File: src/rtl/fb_write_scheduler.sv
// fb_write_scheduler
// Packs a stream of 2-bit pixels into 32-bit words (16 pixels per word) and
// writes each completed word to VRAM port A. The pixel word has absolute
// priority over the Avalon-MM host. While a pixel word is pending, a host
// request is stalled for exactly that one cycle.
//
// Ports
//   CLK, RESET            : single clock, synchronous active-high reset
//   pix_frame_start       : 1-cycle pulse, starts (or restarts) a frame
//   pix_valid/pix_data    : offered pixel, 00 white .. 11 black
//   pix_ready             : pixel accepted this cycle when pix_valid is also high
//   frame_done            : 1-cycle pulse, the cycle after the last word is written
//   AVL_*                 : Avalon-MM host request; AVL_WAITREQUEST stalls it
//   vram_*                : VRAM port A (address, data, byte enables, write, read)
module fb_write_scheduler #(
  parameter int FB_WIDTH  = 160,
  parameter int FB_HEIGHT = 144
) (
  input  logic        CLK,
  input  logic        RESET,
  input  logic        pix_frame_start,
  input  logic        pix_valid,
  input  logic [1:0]  pix_data,
  output logic        pix_ready,
  output logic        frame_done,
  input  logic        AVL_READ,
  input  logic        AVL_WRITE,
  input  logic        AVL_CS,
  input  logic [3:0]  AVL_BYTE_EN,
  input  logic [11:0] AVL_ADDR,
  input  logic [31:0] AVL_WRITEDATA,
  output logic        AVL_WAITREQUEST,
  output logic [10:0] vram_addr,
  output logic [31:0] vram_data,
  output logic [3:0]  vram_byteena,
  output logic        vram_wren,
  output logic        vram_rden
);

  localparam int XW = (FB_WIDTH  > 1) ? $clog2(FB_WIDTH)  : 1;
  localparam int YW = (FB_HEIGHT > 1) ? $clog2(FB_HEIGHT) : 1;

  typedef enum logic [1:0] {S_IDLE, S_ACTIVE, S_FLUSH} state_e;

  state_e      state_q, state_d;
  logic [XW-1:0] x_q, x_d;
  logic [YW-1:0] y_q, y_d;
  logic [3:0]  pack_cnt_q, pack_cnt_d;
  logic [31:0] shift_q, shift_d;
  logic [10:0] waddr_q, waddr_d;
  logic        pend_valid_q, pend_valid_d;
  logic        pend_last_q, pend_last_d;
  logic [10:0] pend_addr_q, pend_addr_d;
  logic [31:0] pend_data_q, pend_data_d;
  logic        done_q, done_d;

  logic rdy, accept, last_x, last_y;

  assign last_x = (x_q == XW'(FB_WIDTH - 1));
  assign last_y = (y_q == YW'(FB_HEIGHT - 1));

  // A frame-start pulse wins over a pixel offered in the same cycle.
  // The pack_cnt/pend_valid term only matters if a word could complete
  // while the previous one is still waiting for the port.
  assign rdy    = (state_q == S_ACTIVE) && !(pack_cnt_q == 4'hF && pend_valid_q)
                  && !pix_frame_start;
  assign accept = pix_valid && rdy;

  always_comb begin
    state_d      = state_q;
    x_d          = x_q;
    y_d          = y_q;
    pack_cnt_d   = pack_cnt_q;
    shift_d      = shift_q;
    waddr_d      = waddr_q;
    pend_valid_d = 1'b0;             // a pending word always drains in one cycle
    pend_last_d  = 1'b0;
    pend_addr_d  = pend_addr_q;
    pend_data_d  = pend_data_q;
    // An aborting frame-start suppresses the done pulse of the old frame.
    done_d       = pend_valid_q && pend_last_q && !pix_frame_start;

    case (state_q)
      S_IDLE:   ;
      S_ACTIVE: if (accept && last_x && last_y) state_d = S_FLUSH;
      S_FLUSH:  if (pend_valid_q && pend_last_q) state_d = S_IDLE;
      default:  state_d = S_IDLE;
    endcase

    if (pix_frame_start) begin
      // Restart: the partial word is dropped, an already pending word is
      // still written because pend_* is left untouched this cycle.
      state_d    = S_ACTIVE;
      x_d        = '0;
      y_d        = '0;
      pack_cnt_d = '0;
      shift_d    = '0;
      waddr_d    = '0;
    end else if (accept) begin
      shift_d    = {shift_q[29:0], pix_data};  // first pixel ends up in [31:30]
      pack_cnt_d = pack_cnt_q + 4'd1;
      if (last_x) begin
        x_d = '0;
        y_d = last_y ? '0 : y_q + 1'b1;
      end else begin
        x_d = x_q + 1'b1;
      end
      if (pack_cnt_q == 4'hF) begin
        pend_valid_d = 1'b1;
        pend_data_d  = {shift_q[29:0], pix_data};
        pend_addr_d  = waddr_q;
        pend_last_d  = last_x && last_y;
        waddr_d      = waddr_q + 11'd1;
      end
    end
  end

  always_ff @(posedge CLK) begin
    if (RESET) begin
      state_q      <= S_IDLE;
      x_q          <= '0;
      y_q          <= '0;
      pack_cnt_q   <= '0;
      shift_q      <= '0;
      waddr_q      <= '0;
      pend_valid_q <= 1'b0;
      pend_last_q  <= 1'b0;
      pend_addr_q  <= '0;
      pend_data_q  <= '0;
      done_q       <= 1'b0;
    end else begin
      state_q      <= state_d;
      x_q          <= x_d;
      y_q          <= y_d;
      pack_cnt_q   <= pack_cnt_d;
      shift_q      <= shift_d;
      waddr_q      <= waddr_d;
      pend_valid_q <= pend_valid_d;
      pend_last_q  <= pend_last_d;
      pend_addr_q  <= pend_addr_d;
      pend_data_q  <= pend_data_d;
      done_q       <= done_d;
    end
  end

  // Port A mux: pending pixel word first, otherwise the host passes through.
  // Host address bit 11 selects a region outside VRAM, so writes there are
  // not forwarded. All strobes are forced low while RESET is held.
  always_comb begin
    if (pend_valid_q) begin
      vram_addr    = pend_addr_q;
      vram_data    = pend_data_q;
      vram_byteena = 4'hF;
      vram_wren    = !RESET;
      vram_rden    = 1'b0;
    end else begin
      vram_addr    = AVL_ADDR[10:0];
      vram_data    = AVL_WRITEDATA;
      vram_byteena = AVL_BYTE_EN;
      vram_wren    = AVL_WRITE && AVL_CS && !AVL_ADDR[11] && !RESET;
      vram_rden    = AVL_READ && AVL_CS && !RESET;
    end
  end

  assign AVL_WAITREQUEST = pend_valid_q && AVL_CS && (AVL_READ || AVL_WRITE) && !RESET;
  assign pix_ready       = rdy && !RESET;
  assign frame_done      = done_q && !RESET;

endmodule

File: config.mk
export PLATFORM = sky130hd
export DESIGN_NAME = fb_write_scheduler
export DESIGN_NICKNAME = d
export VERILOG_FILES = /design/src/rtl/fb_write_scheduler.sv
export SDC_FILE = /design/constraint.sdc
export NUM_CORES = 1
export LEC_CHECK = 0
export CORE_MARGIN = 5
export CORE_UTILIZATION = 54
export DETAILED_ROUTE_END_ITERATION = 8
export HOLD_SLACK_MARGIN = 0.12
export PLACE_DENSITY_LB_ADDON = 0.2
export SYNTH_ARGS = -nofsm -noshare
export SYNTH_HDL_FRONTEND = slang
export SYNTH_SLANG_ARGS = --single-unit
export TNS_END_PERCENT = 30
File: constraint.sdc
create_clock -name CLK -period 4.6 [get_ports CLK]
set_input_delay 0.92 -clock CLK [delete_from_list [all_inputs] [get_ports CLK]]
set_output_delay 0.92 -clock CLK [all_outputs]
set_load 0.01 [all_outputs]
==> impl.org, run 1 <==
** Run status
- Status :: finished, final reports clean

** Placement
- Number of buffers inserted by port buffering :: 108
- Post-DP HPWL :: 7.11 mm
- Area post-placement :: 5780 um2
- Counting tap cells, the placed design contains a total of 746 instances.
- Pre-CTS WS :: 1.22 ns
- Routability congestion estimate from global placement :: 0.748

** Global route
- The number of global-route vias before repair is 3986.
- The first global-routing pass estimated 17.3 mm of wire.
- Number of antenna violations at the first check in global routing :: 0
- Entering global routing, the biggest net connects 58 pins.
- Across every metal layer, demand over resource in global routing totals 0.187.
- For this run the aggregate overflow at the end of global routing stands at 0.

** Timing
- For the final routed database, the setup TNS stands at 0 ns.
- Across all setup checks in the final design, the least slack found is 1.22 ns.
- The clock arrives with 0.0114 ns of skew.
- Post-layout minimum cycle time :: 3.38 ns
- Transition at the pin with the smallest max-transition slack :: 1.08 ns
- In the finished design, the share of the clock period the worst path needs comes to 0.736.
- Endpoints failing hold :: 0
- Measured against its own limit, the worst slew margin works out to 0.277.
- Highest clock frequency the design can meet :: 0.296 GHz
- Final slew viol count :: 0
- Setup violations remaining at the end of the flow were counted as 0.
- RSZ-0062 raised after global routing :: false

** Die
- Measured along the x axis, the die boundary spans 104 um.
- The floorplan step set the die height to 104 um.
- In this run the core area contains 34 standard-cell rows.
- The core region is 8640 um2.
- The initial utilization of the core area, before any placement, comes to 0.547.
- Number of primary I/O pins :: 109
- The floorplan step defined a die boundary enclosing 10700 um2.

** Logic synthesis
- Synth cell types :: 38
- By area the synthesized netlist is led by sky130_fd_sc_hd__dfxtp_1 46%, sky130_fd_sc_hd__nand2_1 13%, sky130_fd_sc_hd__mux2_2 10%, sky130_fd_sc_hd__a21oi_1 9.3%, sky130_fd_sc_hd__xor2_1 2.2%.
- The synthesized design spends more area on one cell type than any other, namely sky130_fd_sc_hd__dfxtp_1.
- Each instance of the synthesized netlist takes up on average 8.37 um2.
- The mapped netlist covers 4720 um2.
- For this run, the register share of the synthesized area comes to 0.462.
- Synthesis produced a netlist whose cell count is 564.
- Of all flip-flops after synthesis, the portion carrying an async set or reset was 0.
- Counting flops with a built-in enable in the synthesized netlist gives 0.
- Count of warnings emitted by yosys :: 0
- Most used flip-flop cell after synthesis :: sky130_fd_sc_hd__dfxtp_1
- In this run, synthesis produced a sequential element count of 109.
- Area share of the largest cell type after synthesis :: 0.462
- The number of nets in the synthesized netlist is 625.

** Clocking
- Clock-pin slew was measured on the worst setup and hold paths at 0.09 ns.
- In this run, post-CTS repair resized a total of 0 instances.
- The clock tree synthesis step divided the H-tree into 3 levels.
- After clock tree synthesis, the flow added hold-fix buffers numbering 0.
- Clock tree synthesis found a total of 109 sinks.
- TritonCTS created 9 clock buffers.
- Once the clock tree was built, the setup fixing pass inserted 0 buffers.
- Later-pin clock latency in the skew report :: 0.36 ns
- TritonCTS built the clock tree.
- Clock Root Buffer :: sky130_fd_sc_hd__clkbuf_8
- Counting along the longest clock path gives a buffer depth of 2.

** Worst setup path
- The critical path is of the input port to primary output type.
- Worst-path cell with the longest stage delay :: sky130_fd_sc_hd__buf_2
- Endpoint class of the critical path :: primary output
- The worst setup path is launched from an input port.
- Required time of the worst setup path :: 3.68 ns
- At the worst endpoint, the arrival time is 2.46 ns.
- Worst path bufs/invs :: 2
- The signal on the critical path passes through buf_2 -> nor2_1 -> and3_1 -> clkdlybuf4s50_1.
- Largest stage delay, worst path :: 0.68 ns
- The cell family contributing the most delay on the critical path is buffers and inverters.
- Largest driver fanout on the critical path :: 50

** Finish
- The repair_antennas step left the layout with diodes totalling 0.
- Leaving out filler cells and counting taps, the final layout contains 762.
- Summing all non-filler instances in the final layout gives an area of 5960 um2.
- The layout has 715 filler cells.
- Final Net Count :: 710
- Final Core Density :: 0.690
- Fraction of final layout cells with drive strength greater than 1 :: 0.115
- From synthesis to final layout, the design area changed by 26.2%.

** Power and ir drop
- Of the total power, the share spent switching nets is 0.235.
- The internal portion of the total power is 1.24 mW.
- Power dissipated by switching net loads :: 0.381 mW
- Sequential power share :: 0.583
- VDD sags by at most 0.139 mV.
- Power per cell area :: 272 nW/um2
- Static leakage :: 1.96 nW
- The share of total power dissipated in combinational logic is 0.095.
- Of the total power, the clock network draws 0.322.

** Routing
- For this block, the via count after detailed routing is 4126.
- The final layout contains routed wiring with a total length of 10.4 mm.
- In the final routed layout, each cell accounts on average for 13.7 um.
- Final antenna-violating net count :: 0
- Detailed-routing iteration count for the pre-antenna-repair pass :: 4
- The detailed router finished its first iteration with 173 violations.
- In the routed layout, each cell is associated on average with a via count of 5.41.
- In the routed design, unresolved DRC markers number 0.

** Worst hold path
- The worst hold path belongs to the class register to register.

** Flow run
- The tool flagged a number of max-cap violations equal to 0.
## through the flow
stage	power (mW)	hold slack [ns]
6_report	1.62	0.457
4_1_cts	1.63	0.461
5_1_grt	1.68	0.476
3_5_place_dp	1.12	0.445
2_1_floorplan	1.02	0.425
3_3_place_gp	1.12	0.439
## flip-flops by register name (all words and copies together) (netlist names)
signal and flops:
pend_valid_q 1, done_q 1, waddr_q 11, state_q 2, x_q 8, pack_cnt_q 4
pend_last_q 1, pend_addr_q 11, pend_data_q 32, y_q 8, shift_q 30
## final timing paths
path / from / to / slack [ns] / cells past startpoint
min: pend_addr_q[7] / pend_addr_q[7] / 0.46 / 2
max reg2reg: state_q[1] / pend_data_q[16] / 2.30 / 4
max: RESET / pix_ready / 1.22 / 4
min reg2reg: pend_addr_q[7] / pend_addr_q[7] / 0.46 / 2
## worst register-to-register path: cells and delay by family (launching register included)
kind             cells  cell delay (ns)
AND/OR/NAND/NOR      3             1.72
flip-flops           1             0.34
AO/OA/AOI/OAI        1             0.10
## cell families (layout without fill, tap and decap cells)
| family | count (synthesis) | in the layout | synth area share |
|---|---|---|---|
| simple gates | 245 | 245 | 0.238 |
| flops | 109 | 109 | 0.462 |
| compound gates | 103 | 103 | 0.112 |
| mux | 44 | 44 | 0.105 |
| buf+inv | 43 | 133 | 0.0421 |
| xor+xnor | 16 | 16 | 0.0297 |
| fa+ha+maj | 4 | 4 | 0.0106 |
## cell usage in the layout, fill, tap and decap left out, types with 2 or more instances in the layout
master and instances:
sky130_fd_sc_hd__ha_1 4, sky130_fd_sc_hd__clkdlybuf4s50_1 107, sky130_fd_sc_hd__clkbuf_8 9, sky130_fd_sc_hd__buf_4 4, sky130_fd_sc_hd__nor4bb_1 2, sky130_fd_sc_hd__nand4_1 11
sky130_fd_sc_hd__o21ai_0 9, sky130_fd_sc_hd__or3_1 7, sky130_fd_sc_hd__and3_1 5, sky130_fd_sc_hd__inv_1 5, sky130_fd_sc_hd__o31ai_1 3, sky130_fd_sc_hd__mux2_2 43
sky130_fd_sc_hd__and2_1 6, sky130_fd_sc_hd__xnor2_1 4, sky130_fd_sc_hd__clkinvlp_4 2, sky130_fd_sc_hd__or2_2 5, sky130_fd_sc_hd__dfxtp_1 108, sky130_fd_sc_hd__or4_1 3
sky130_fd_sc_hd__nor2b_1 2, sky130_fd_sc_hd__and4_1 4, sky130_fd_sc_hd__xor2_1 12, sky130_fd_sc_hd__a21oi_1 88, sky130_fd_sc_hd__clkinv_2 2, sky130_fd_sc_hd__clkinv_4 2
sky130_fd_sc_hd__nand3_1 9, sky130_fd_sc_hd__nor2_1 23, sky130_fd_sc_hd__nand2_1 159
## cell usage after synthesis (all sizes together) (2+ instances only)
| cell type | number |
|---|---|
| dfxtp | 109 |
| nand4 | 12 |
| buf | 21 |
| and3 | 5 |
| or3 | 7 |
| o31ai | 3 |
| ha | 4 |
| inv | 5 |
| xor2 | 12 |
| nor2b | 2 |
| mux2 | 43 |
| clkbuf | 17 |
| nor4bb | 2 |
| o21ai | 9 |
| a21oi | 88 |
| or4 | 3 |
| nand3 | 10 |
| or2 | 5 |
| nor2 | 23 |
| and4 | 4 |
| nand2 | 160 |
| xnor2 | 4 |
| and2 | 6 |
## cell type report
class | instances | area [um2] | share of cell area
inverter | 5 | 18.8 | 0.00315
sequential | 109 | 2180 | 0.366
multi-input combinational | 412 | 2340 | 0.393
clock inverter | 7 | 51.3 | 0.00861
clock buffer | 9 | 124 | 0.0208
timing repair buffer | 112 | 1110 | 0.186
tap | 108 | 135 | 0.0227
## per-layer routing
metal | vias to the layer above | routed length (um) | share of wire | GRT usage
met5 | - | 0 | 0 | 0
met2 | 110 | 5170 | 0.50 | 0.324
met3 | 15 | 595 | 0.057 | 0.0498
met4 | 0 | 150 | 0.014 | 0.0675
met1 | 1931 | 4520 | 0.43 | 0.222
li1 | 2070 | - | - | -
## power by group through the flow
stage	clock network [mW]	logic, mW	registers, mW
final	0.521	0.155	0.945
after global routing	0.567	0.165	0.945
after CTS	0.533	0.157	0.945
after detailed placement	0	0.156	0.967
after global placement	0	0.153	0.967
after floorplan	0	0.0584	0.967
Note: power is estimated with default switching activity, not from simulation.
==> run 2: changes to the inputs <==
--- a/config.mk
+++ b/config.mk
@@ -6,7 +6,7 @@
 export NUM_CORES = 1
 export LEC_CHECK = 0
 export CORE_MARGIN = 5
-export CORE_UTILIZATION = 54
+export CORE_UTILIZATION = 50
 export DETAILED_ROUTE_END_ITERATION = 8
 export HOLD_SLACK_MARGIN = 0.12
 export PLACE_DENSITY_LB_ADDON = 0.2
==> constraint.sdc (replaced) <==
create_clock -name CLK -period 3.3 [get_ports CLK]
set_input_delay 0.66 -clock CLK [delete_from_list [all_inputs] [get_ports CLK]]
set_output_delay 0.66 -clock CLK [all_outputs]
set_load 0.01 [all_outputs]
==> run 2 against run 1 <==
  * Clock skew rose by 0.0015 ns
  * Non-clock buffer count is 6 higher
  * Clock power grew 67%
  * Critical path type unchanged
  * Highest routed layer unchanged
  * Via count down 0.15%
  * First-iteration DRC count is 18% higher
  * Register-to-register slack worse by 1.3 ns
  * Critical endpoint is now AVL_WAITREQUEST
  * Critical path depth stayed put
==> impl.org, run 2 (synthesis gave the netlist of run 1 again) <==
** Worst setup path
- The buffers plus inverters on the worst setup path came to 2 (unchanged).
- Gate family responsible for the most delay along the worst path :: buffers and inverters
- STA classifies the critical path endpoint as a primary output.
- The critical-path maximum fanout is 2 (-96%).
- Kind of start point of the critical path :: input port
- Worst Setup Path Type :: input port to primary output
- The arrival time at the worst endpoint is 2.13 ns (-0.33 ns).
- The biggest cell delay along the critical path was 0.62 ns (-0.06 ns).
- Required time of the worst setup path :: 2.64 ns (-1.04 ns)
- Worst path cell trace :: clkdlybuf4s50_1 -> nor2_1 -> nor4bb_1 -> clkdlybuf4s50_1
- Worst-path cell with the longest stage delay :: sky130_fd_sc_hd__clkdlybuf4s50_1
- Cell mode on critical path :: sky130_fd_sc_hd__clkdlybuf4s50_1

** Clocking
- The register clock-pin slew on the reported worst setup and hold paths is 0.09 ns (about the same).
- Inserted Clock Buffers :: 9 (unchanged)
- Clock Root Buffer :: sky130_fd_sc_hd__clkbuf_8
- CTS-repair resized insts :: 0 (unchanged)
- The level count of the clock H-tree came to 3 (unchanged).
- Hold Buf Count CTS :: 0 (unchanged)
- Maximum buffer depth of the clock tree :: 2 (unchanged)
- Number of post-CTS setup repair buffers :: 0 (unchanged)
- TritonCTS built the clock tree.
- The clock sink count was 109 (unchanged).
- The clock latency reported for the late side of the worst-skew pair was 0.37 ns (about the same).

** Global route
- Vias in the first global route :: 3979 (-0.18%)
- Number of antenna violations at the first check in global routing :: 0 (unchanged)
- Global-route wire length before repair :: 18.1 mm (+4.4%)
- The remaining global-route overflow came to 0 (unchanged).
- The largest net degree at the start of global routing came to 41 (-29%).
- Total routing resource utilization after global routing :: 0.189 (+0.00140)

** Die
- Floorplan row count :: 35 (+2.9%)
- The initial standard-cell utilization of the core came to 0.511 (-0.0358).
- The die outline height is 107 um (+3.5%).
- Number of primary I/O pins :: 109 (unchanged)
- The chip width was 107 um (+3.5%).
- Area of the die :: 11500 um2 (+7.2%)
- Core Region :: 9240 um2 (+7.0%)

** Finish
- Max reg flops :: 32 (unchanged)
- Highest-count cells in the layout ignoring fill and taps :: 159 x sky130_fd_sc_hd__nand2_1, 108 x sky130_fd_sc_hd__dfxtp_1, 107 x sky130_fd_sc_hd__clkdlybuf4s50_1
- P&R area growth vs syn :: 29.4%
- Biggest register :: pend_data_q
- Leaving out fill and tap cells, the most frequent cell in the layout is sky130_fd_sc_hd__nand2_1.
- Leading registers by flop count :: pend_data_q: 32 flops, shift_q: 30 flops
- The count of antenna diodes in the layout came to 0 (unchanged).
- The ratio of cells with drive above 1 in the final layout was 0.120 (+0.00502).
- Final Net Count :: 716 (+0.85%)

** Power and ir drop
- The leakage power total is 2.01 nW (+2.9%).
- Largest voltage drop on the vdd net :: 0.199 mV (+43%)
- Power per cell area :: 394 nW/um2 (+45%)

** Timing
- The setup-violating endpoint count in the final report was 0 (unchanged).
- The count of final max-slew check failures is 0 (unchanged).
- The slew at the pin with the worst max-slew slack came to 0.534 ns (-0.551 ns).
- The worst slew slack as a fraction of its limit came to 0.644 (+0.367).
- Highest clock frequency the design can meet :: 0.358 GHz
- Final Cycle Share :: 0.846
- The worst setup skew after layout came to 0.0129 ns (+0.00148 ns).
- The setup TNS came to 0 ns (unchanged).
- Worst hold slack after final layout :: 0.458 ns (+0.00102 ns)
- After layout, the minimum clock period comes to 2.79 ns.
- The count of final hold-check violations came to 0 (unchanged).
- RSZ-0062 raised after global routing :: false

** Run status
- The flow ran to the end, and the final reports show no timing, DRC or antenna violations.

** Placement
- The count of input and output buffers was 108 (unchanged).
- Routability congestion estimate from global placement :: 0.767 (+2.6%)
- The placed wire-length estimate after detailed placement is 7.48 mm (+5.2%).

** Routing
- Detailed-routing iteration count for the pre-antenna-repair pass :: 4 (unchanged)
- The number of vias per cell after detailed routing came to 5.22 (-3.6%).
- Final antenna-violating net count :: 0 (unchanged)
- Vias :: 4120 (-0.15%)
- The violation count after the first detailed-route iteration was 205 (+18%).
- The number of DRC violations after detailed routing was 0 (unchanged).
- The total detailed-routing wirelength came to 10.7 mm (+2.7%).
- Avg WL per Cell :: 13.6 um (-0.77%)

** Worst hold path
- In this run the worst hold path is classified as register to register.

** Flow run
- Number of max-cap violations :: 0 (unchanged)
## run 2: cell types whose count changed in the layout (fill, tap and decap cells not counted), sizes merged
cell,before,now
bufinv,0,2
buf,5,11
clkinv,4,2
clkbuf,9,11
clkinvlp,2,1
inv,6,5
## run 2: worst paths after layout
path                     end  cells after the start         start  slack, ns
max reg2reg   pend_addr_q[9]                      6  pend_valid_q       1.04
min reg2reg  pend_data_q[30]                      2   shift_q[28]       0.46
min          pend_data_q[30]                      2   shift_q[28]       0.46
max          AVL_WAITREQUEST                      4     AVL_WRITE       0.51
## run 2: worst min-delay path, delay by kind of cell, from the launching register on
kind	cells	cell delay, ns
AND/OR/NAND/NOR	1	0.05
flip-flops	1	0.32
AO/OA/AOI/OAI	1	0.05
## run 2: per-stage QoR
stage               instances  setup slack [ns]  total power, mW  cell area, um2  utilization
floorplan                 564              1.32             1.43            4720            -
global placement          773             0.616             1.57            5890        0.638
detailed placement        773             0.569             1.57            5890        0.638
CTS                       789             0.555             2.42            6110        0.661
global route              789             0.433             2.49            6110        0.661
finish                    789             0.510             2.41            6110        0.661
## run 2: final cells by class
type	instances	area, um2
well taps	129	161
repair buffers	118	1190
inverters	5	18.8
multi-input cells	412	2340
clock inverters	5	85.1
fillers	767	3130
clock buffers	11	131
flip-flops and latches	109	2180
## run 2: power breakdown
group	switching [mW]	internal (mW)
logic	0.0820	0.139
clock network	0.440	0.431
registers	0.00109	1.32
## run 2: per-layer routing
layer / share of wire / global-route usage / vias up
met1: 0.44 / 0.230 / 1912
met4: 0.013 / 0.0621 / 0
met2: 0.49 / 0.335 / 109
met3: 0.062 / 0.0319 / 11
met5: 0 / 0 / -
li1: - / - / 2088
==> run 3: changes to the inputs <==
--- a/config.mk
+++ b/config.mk
@@ -6,7 +6,7 @@
 export NUM_CORES = 1
 export LEC_CHECK = 0
 export CORE_MARGIN = 5
-export CORE_UTILIZATION = 50
+export CORE_UTILIZATION = 45
 export DETAILED_ROUTE_END_ITERATION = 8
 export HOLD_SLACK_MARGIN = 0.12
 export PLACE_DENSITY_LB_ADDON = 0.2
==> constraint.sdc (replaced) <==
create_clock -name CLK -period 2.5 [get_ports CLK]
set_input_delay 0.5 -clock CLK [delete_from_list [all_inputs] [get_ports CLK]]
set_output_delay 0.5 -clock CLK [all_outputs]
set_load 0.01 [all_outputs]
==> run 3 against run 2 <==
  * Sequential power up 32%
  * Global-route usage shrank 2.0 points
  * Utilization fell by 6.0 points
  * Count of clock-buffer cells in the layout shrank 2
  * Non-clock buffer count is 3 higher
  * Die area increased by 10%
  * Clock skew decreased by 0.0030 ns
  * Register-to-register slack got worse by 0.36 ns
  * Clock power grew 33%
  * Critical endpoint unchanged
==> impl.org, run 3 (synthesis gave the netlist of run 1 again) <==
** Routing
- The average wire per cell in the routed design came to 13.4 um (-1.5%).
- Post-DR vias/cell :: 5.14 (-1.6%)
- Wire length after detailed routing :: 10.7 mm (-0.39%)
- The number of search-and-repair iterations in the first detailed-routing pass was 4 (unchanged).
- The detailed-route via count is 4099 (-0.51%).
- The number of DRC violations after detailed routing came to 0 (unchanged).
- The violation count after the first detailed-route iteration was 201 (-2.0%).
- Final antenna-violating net count :: 0 (unchanged)

** Timing
- RSZ-0062 raised after global routing :: false
- Final-layout setup total negative slack :: 0 ns (unchanged)
- Worst hold slack after final layout :: 0.456 ns (-0.00170 ns)
- Setup violation total in the final timing report :: 0 (unchanged)
- The worst setup skew after layout was 0.00990 ns (-0.00299 ns).
- Final slew viol count :: 0 (unchanged)
- Final Cycle Share :: 0.960
- The final setup slack of the worst path is 0.0992 ns (-0.411 ns).
- The count of final hold-check violations came to 0 (unchanged).
- The worst slew slack as a fraction of its limit was 0.687 (+0.0434).
- The slew at the pin with the worst max-slew slack came to 0.469 ns (-0.0650 ns).
- Counting I/O delays and the setup requirement, the final critical path takes 2.40 ns.
- Highest clock frequency the design can meet :: 0.417 GHz

** Global route
- The met3 routing resource usage after global routing is 0.0410 (+0.00906).
- Number of antenna violations at the first check in global routing :: 0 (unchanged)
- met2 is the most crowded layer.
- GRT Residual Overflow :: 0 (unchanged)
- Largest net degree at the start of global routing :: 54 (+32%)
- The wire length of the first global-routing pass came to 17.9 mm (-1.1%).
- Global routing usage on met2 :: 0.291 (-0.0439)
- GR Util met1 :: 0.206 (-0.0238)
- The overall track demand over capacity in global routing is 0.168 (-0.0203).
- Vias in the first global route :: 3954 (-0.63%)

** Placement
- The count of input and output buffers is 108 (unchanged).
- Pre-CTS WS :: 0.113 ns (-0.456 ns)
- # placed instances :: 783 (+1.3%)
- Post-DP HPWL :: 7.39 mm (-1.2%)
- The last weighted congestion value of the routability-driven placer was 0.736 (-4.1%).

** Worst setup path
- The arrival time at the worst endpoint came to 1.90 ns (-0.23 ns).
- The number of cell instances on the worst register-to-register path is 5 (-1).
- The critical-path maximum fanout is 2 (unchanged).
- Required time of the worst setup path :: 2.00 ns (-0.64 ns)
- Worst Setup Path Type :: input port to primary output
- The worst register-to-register path begins at pend_valid_q.
- The setup slack of the most critical reg-to-reg path came to 0.68 ns (-0.36 ns).
- Kind of start point of the critical path :: input port
- In this run the critical register-to-register path is captured at waddr_q[10].
- Endpoint class of the critical path :: primary output

** Die
- The total die area came to 12600 um2 (+10%).
- The number of placement rows is 37 (+5.7%).
- The die outline height is 112 um (+4.9%).
- Die width :: 112 um (+4.9%)
- The initial standard-cell utilization of the core is 0.459 (-0.0516).
- The number of top-level pins was 109 (unchanged).
- The area of the placeable core was 10300 um2 (+11%).

** Clocking
- The clock latency reported for the late side of the worst-skew pair came to 0.36 ns (about the same).
- CTS tree :: built
- The level count of the clock H-tree came to 3 (unchanged).
- The number of buffers on the longest clock path came to 2 (unchanged).
- The hold buffer count at CTS was 0 (unchanged).
- Clock net sink count :: 109 (unchanged)
- The post-CTS repair timing setup buffer count came to 0 (unchanged).
- The number of buffers created by CTS came to 9 (unchanged).
- The number of gates resized after cts is 0 (unchanged).
- The tree is rooted in a sky130_fd_sc_hd__clkbuf_8.
- The register clock-pin slew on the reported worst setup and hold paths came to 0.09 ns (about the same).

** Finish
- In the layout the commonest cells are 159 x sky130_fd_sc_hd__nand2_1, 108 x sky130_fd_sc_hd__dfxtp_1, 107 x sky130_fd_sc_hd__clkdlybuf4s50_1.
- Max reg flops :: 32 (unchanged)
- Final Net Count :: 719 (+0.42%)
- Fraction of final layout cells with drive strength greater than 1 :: 0.127 (+0.00719)
- More flip-flops sit in one register than any other, and that register is pend_data_q.
- Diode count :: 0 (unchanged)
- P&R area growth vs syn :: 31.0%
- Most common library cell in the layout ignoring fill and taps :: sky130_fd_sc_hd__nand2_1
- In the final layout, the registers with the most flip-flops are pend_data_q: 32 flops, shift_q: 30 flops.
- The non-filler instance count after layout came to 798 (+1.1%).
- FILL cells :: 916 (+19%)

** Worst hold path
- The path with the worst hold slack has its endpoint at pend_addr_q[6].
- The number of cells traversed by the worst hold path came to 2 (unchanged).
- Worst min-delay path startpoint :: pend_addr_q[6]
- Hold Path Class :: register to register

** Power and ir drop
- The overall power consumption is 3.19 mW (+32%).
- Static leakage :: 2.05 nW (+1.6%)
- Power per cell area :: 516 nW/um2 (+31%)
- The highest ir drop seen on vdd is 0.258 mV (+30%).

** Run status
- The run finished with clean final reports.

** Flow run
- Number of max-cap violations :: 0 (unchanged)
## run 3: changes by cell type in the layout (fill, tap and decap cells not counted)
cell                       before  now
sky130_fd_sc_hd__inv_6          0    1
sky130_fd_sc_hd__buf_12         3    6
sky130_fd_sc_hd__clkinv_4       2    1
sky130_fd_sc_hd__inv_8          0    1
sky130_fd_sc_hd__and2_2         0    1
sky130_fd_sc_hd__and2_1         6    5
sky130_fd_sc_hd__clkbuf_1       2    0
## run 3: how the worst max path moves through the flow
stage	startpoint	endpoint	depth (start not counted)
after floorplan	pix_frame_start	y_q[7]	5
after global placement	AVL_READ	AVL_WAITREQUEST	4
after detailed placement	AVL_WRITE	AVL_WAITREQUEST	4
after CTS	pend_valid_q	vram_addr[9]	3
after global routing	AVL_WRITE	AVL_WAITREQUEST	4
final	AVL_WRITE	AVL_WAITREQUEST	4
## run 3: cell type report
type / count / area (um2) / share of cell area
clock buffers: 9 / 124 / 0.0200
clock inverters: 6 / 96.3 / 0.0156
inverters: 5 / 18.8 / 0.00304
multi-input cells: 412 / 2340 / 0.379
flip-flops and latches: 109 / 2180 / 0.353
well taps: 136 / 170 / 0.0275
repair buffers: 121 / 1250 / 0.202
## run 3: critical path, cell delays in order
cell,delay [ns]
sky130_fd_sc_hd__clkdlybuf4s50_1,0.48
sky130_fd_sc_hd__nor2_1,0.05
sky130_fd_sc_hd__nor4bb_1,0.28
sky130_fd_sc_hd__clkdlybuf4s50_1,0.59
## run 3: through the flow
step	utilization	cell area (um2)
4_1_cts	0.602	6180
3_5_place_dp	0.580	5960
2_1_floorplan	-	4720
6_report	0.602	6180
3_3_place_gp	0.580	5960
5_1_grt	0.602	6180
## run 3: metal layers
layer / vias to the layer above / share of wire
met2: 102 / 0.49
met3: 12 / 0.061
li1: 2092 / -
met5: - / 0
met4: 0 / 0.012
met1: 1893 / 0.44
## run 3: report_power, final
part	total, mW	internal [mW]	switching, mW
combinational	0.293	0.184	0.108
clock	1.16	0.571	0.588
sequential	1.74	1.74	0.00156
==> RTL change: new RTL, settings of run 3 <==
The 3 states of `state_e` get a one-hot encoding in 3 bits.
--- a/src/rtl/fb_write_scheduler.sv
+++ b/src/rtl/fb_write_scheduler.sv
@@ -40,7 +40,7 @@
   localparam int XW = (FB_WIDTH  > 1) ? $clog2(FB_WIDTH)  : 1;
   localparam int YW = (FB_HEIGHT > 1) ? $clog2(FB_HEIGHT) : 1;
 
-  typedef enum logic [1:0] {S_IDLE, S_ACTIVE, S_FLUSH} state_e;
+  typedef enum logic [2:0] {S_IDLE = 3'b001, S_ACTIVE = 3'b010, S_FLUSH = 3'b100} state_e;
 
   state_e      state_q, state_d;
   logic [XW-1:0] x_q, x_d;
Function: same outputs for any inputs over 10 cycles, from zero or initial values and one cycle with RESET high; not proved beyond that.
==> RTL change against run 3 <==
Sequential share of layout area down 0.16 points; routed wire length rose by 5.5%; area after synthesis up 1.9%; power is 4.8% lower; global-route usage is 0.55 points higher; synthesized cell count is 3.7% higher; cell area rose by 1.4%; sequential cell count increased by 1; critical path depth is 1 lower; count of clock-buffer cells in the layout unchanged; setup slack lost 0.0077 ns.
==> RTL change: results (changes against run 3) <==
Initial drt markers: 183 (was 201)
Place WS: 0.112 ns (was 0.113 ns)
GR Util met2: 28.7% (was 29.1%)
Post-synth top cells: 164 x nand2_1, 110 x dfxtp_1, 91 x a21oi_1, 43 x mux2_2, 24 x clkbuf_1 (was 159 x nand2_1, 109 x dfxtp_1, 88 x a21oi_1, 43 x mux2_2, 23 x nor2_1)
Vias: 4,342 (was 4,099)
Crit-path slowest cell: clkdlybuf4s50_1 (unchanged)
LEAKAGE: 2.06 nW (was 2.05 nW)
Yosys cell types: 42 (was 38)
# Post-CTS Setup Buffers: 0 (unchanged)
Final std cells w/o fill: 824 (was 798)
Max-Cap Viols: 0 (unchanged)
Worst reg-to-reg path cell count: 7 (was 5)
Gr ovfl total: 0 (unchanged)
Largest stage delay on the critical path: 0.48 ns (was 0.59 ns)
Root Driver: clkbuf_8 (unchanged)
Clock buffer depth: 2 (unchanged)
Outcome: finished clean (unchanged)
Top cells by area, synth: dfxtp_1 46%, nand2_1 13%, mux2_2 10% (unchanged)
WL/cell: 13.7 um (was 13.4 um)
H-tree level count: 3 (unchanged)
VDD IR max: 326 uV (was 258 uV)
Post-DP Area: 6080 um2 (was 5960 um2)
Share of layout cells above drive strength 1: 13.8% (was 12.7%)
Vias in the first global route: 4,089 (was 3,954)
Clk slew on worst S/H paths: 0.10 ns
NetSw: 0.724 mW (was 0.698 mW)
First-pass GRT wire length: 19,000 um (was 17,900 um)
Largest net degree at the start of global routing: 46 (was 54)
Ys flop type: dfxtp_1 (unchanged)
Nets@finish: 744 (was 719)
Sequential share of the synthesized area: 45.8% (was 46.2%)
Synth Net Count: 646 (was 625)
Post-synth EDFFs: 0 (unchanged)
Met1 usage: 22.8% (was 20.6%)
Total global routing track utilization: 17.4% (was 16.8%)
Ys Warns: 0 (unchanged)
Hold path startpoint: pend_addr_q[7]$_SDFFE_PP0P_ (was pend_addr_q[6]$_SDFFE_PP0P_)
Routability congestion estimate: 0.833 (was 0.736)
Syn avg cell area: 8.23 um2 (was 8.37 um2)
PostCTS Resize Cnt: 0 (unchanged)
Fin. max-slew vios: 0 (unchanged)
Met3 Use GR: 3.93% (was 4.10%)
Slew margin rel.: 68.2% (was 68.7%)
Fill count: 913 (was 916)
Dpl hpwl: 8310 um (was 7390 um)
R2R Path Start: pack_cnt_q[0]$_SDFFE_PP0N_ (was pend_valid_q$_SDFF_PP0_)
Placed Cells: 808 (was 783)
CTS buffer count: 9 (unchanged)
Hold Path Depth: 2 (unchanged)
Critical Path Source: pend_valid_q$_SDFF_PP0_ (was AVL_WRITE)
Area of the multi-input gates: 2440 um2 (was 2340 um2)
Clk_skew: 0.0157 ns (was 0.00990 ns)
Crit Path Max Fanout: 18 (was 2)
## RTL change: cell type report
class                      instances  area share [%]
inverter                           4           0.240
multi-input combinational        431            38.9
sequential                       110            35.2
clock buffer                       9            1.98
clock inverter                     7           0.958
timing repair buffer             127            20.0
tap                              136            2.72
## RTL change: routing by layer
layer | vias to the layer above | part of all wire, %
met4 | 0 | 1.2
met2 | 106 | 47
met5 | - | 0
met1 | 2020 | 46
met3 | 10 | 5.6
li1 | 2206 | -
## RTL change: cell families after synthesis
family | after synthesis | share of synthesized area [%]
AOI/OAI and AO/OA | 119 | 13.5
xor gates and xnor gates | 9 | 1.64
adders and majority gates | 4 | 1.04
buffers and inverters | 44 | 3.69
DFF | 110 | 45.8
muxes | 43 | 10.1
and+or+nand+nor | 256 | 24.3
## RTL change: power groups by stage
stage	clock [mW]	sequential [mW]	combinational [mW]
finish	0.993	1.75	0.291
global route	1.09	1.76	0.310
CTS	1.02	1.75	0.295
detailed placement	0	1.80	0.293
global placement	0	1.80	0.290
floorplan	0	1.79	0.103
## RTL change: critical path: cells and delay by family (launching register included)
| kind | cells | cell delay [ns] |
|---|---|---|
| flops | 1 | 0.41 |
| mux | 1 | 0.37 |
| buf+inv | 2 | 0.76 |
## RTL change: final timing paths
| kind | to | slack [ns] |
|---|---|---|
| setup / recovery | vram_data[19] | 0.09 |
| hold / removal | pend_addr_q[7]$_SDFFE_PP0P_ | 0.46 |
| setup reg to reg | y_q[7]$_SDFFE_PP0N_ | 0.46 |
| hold reg to reg | pend_addr_q[7]$_SDFFE_PP0P_ | 0.46 |
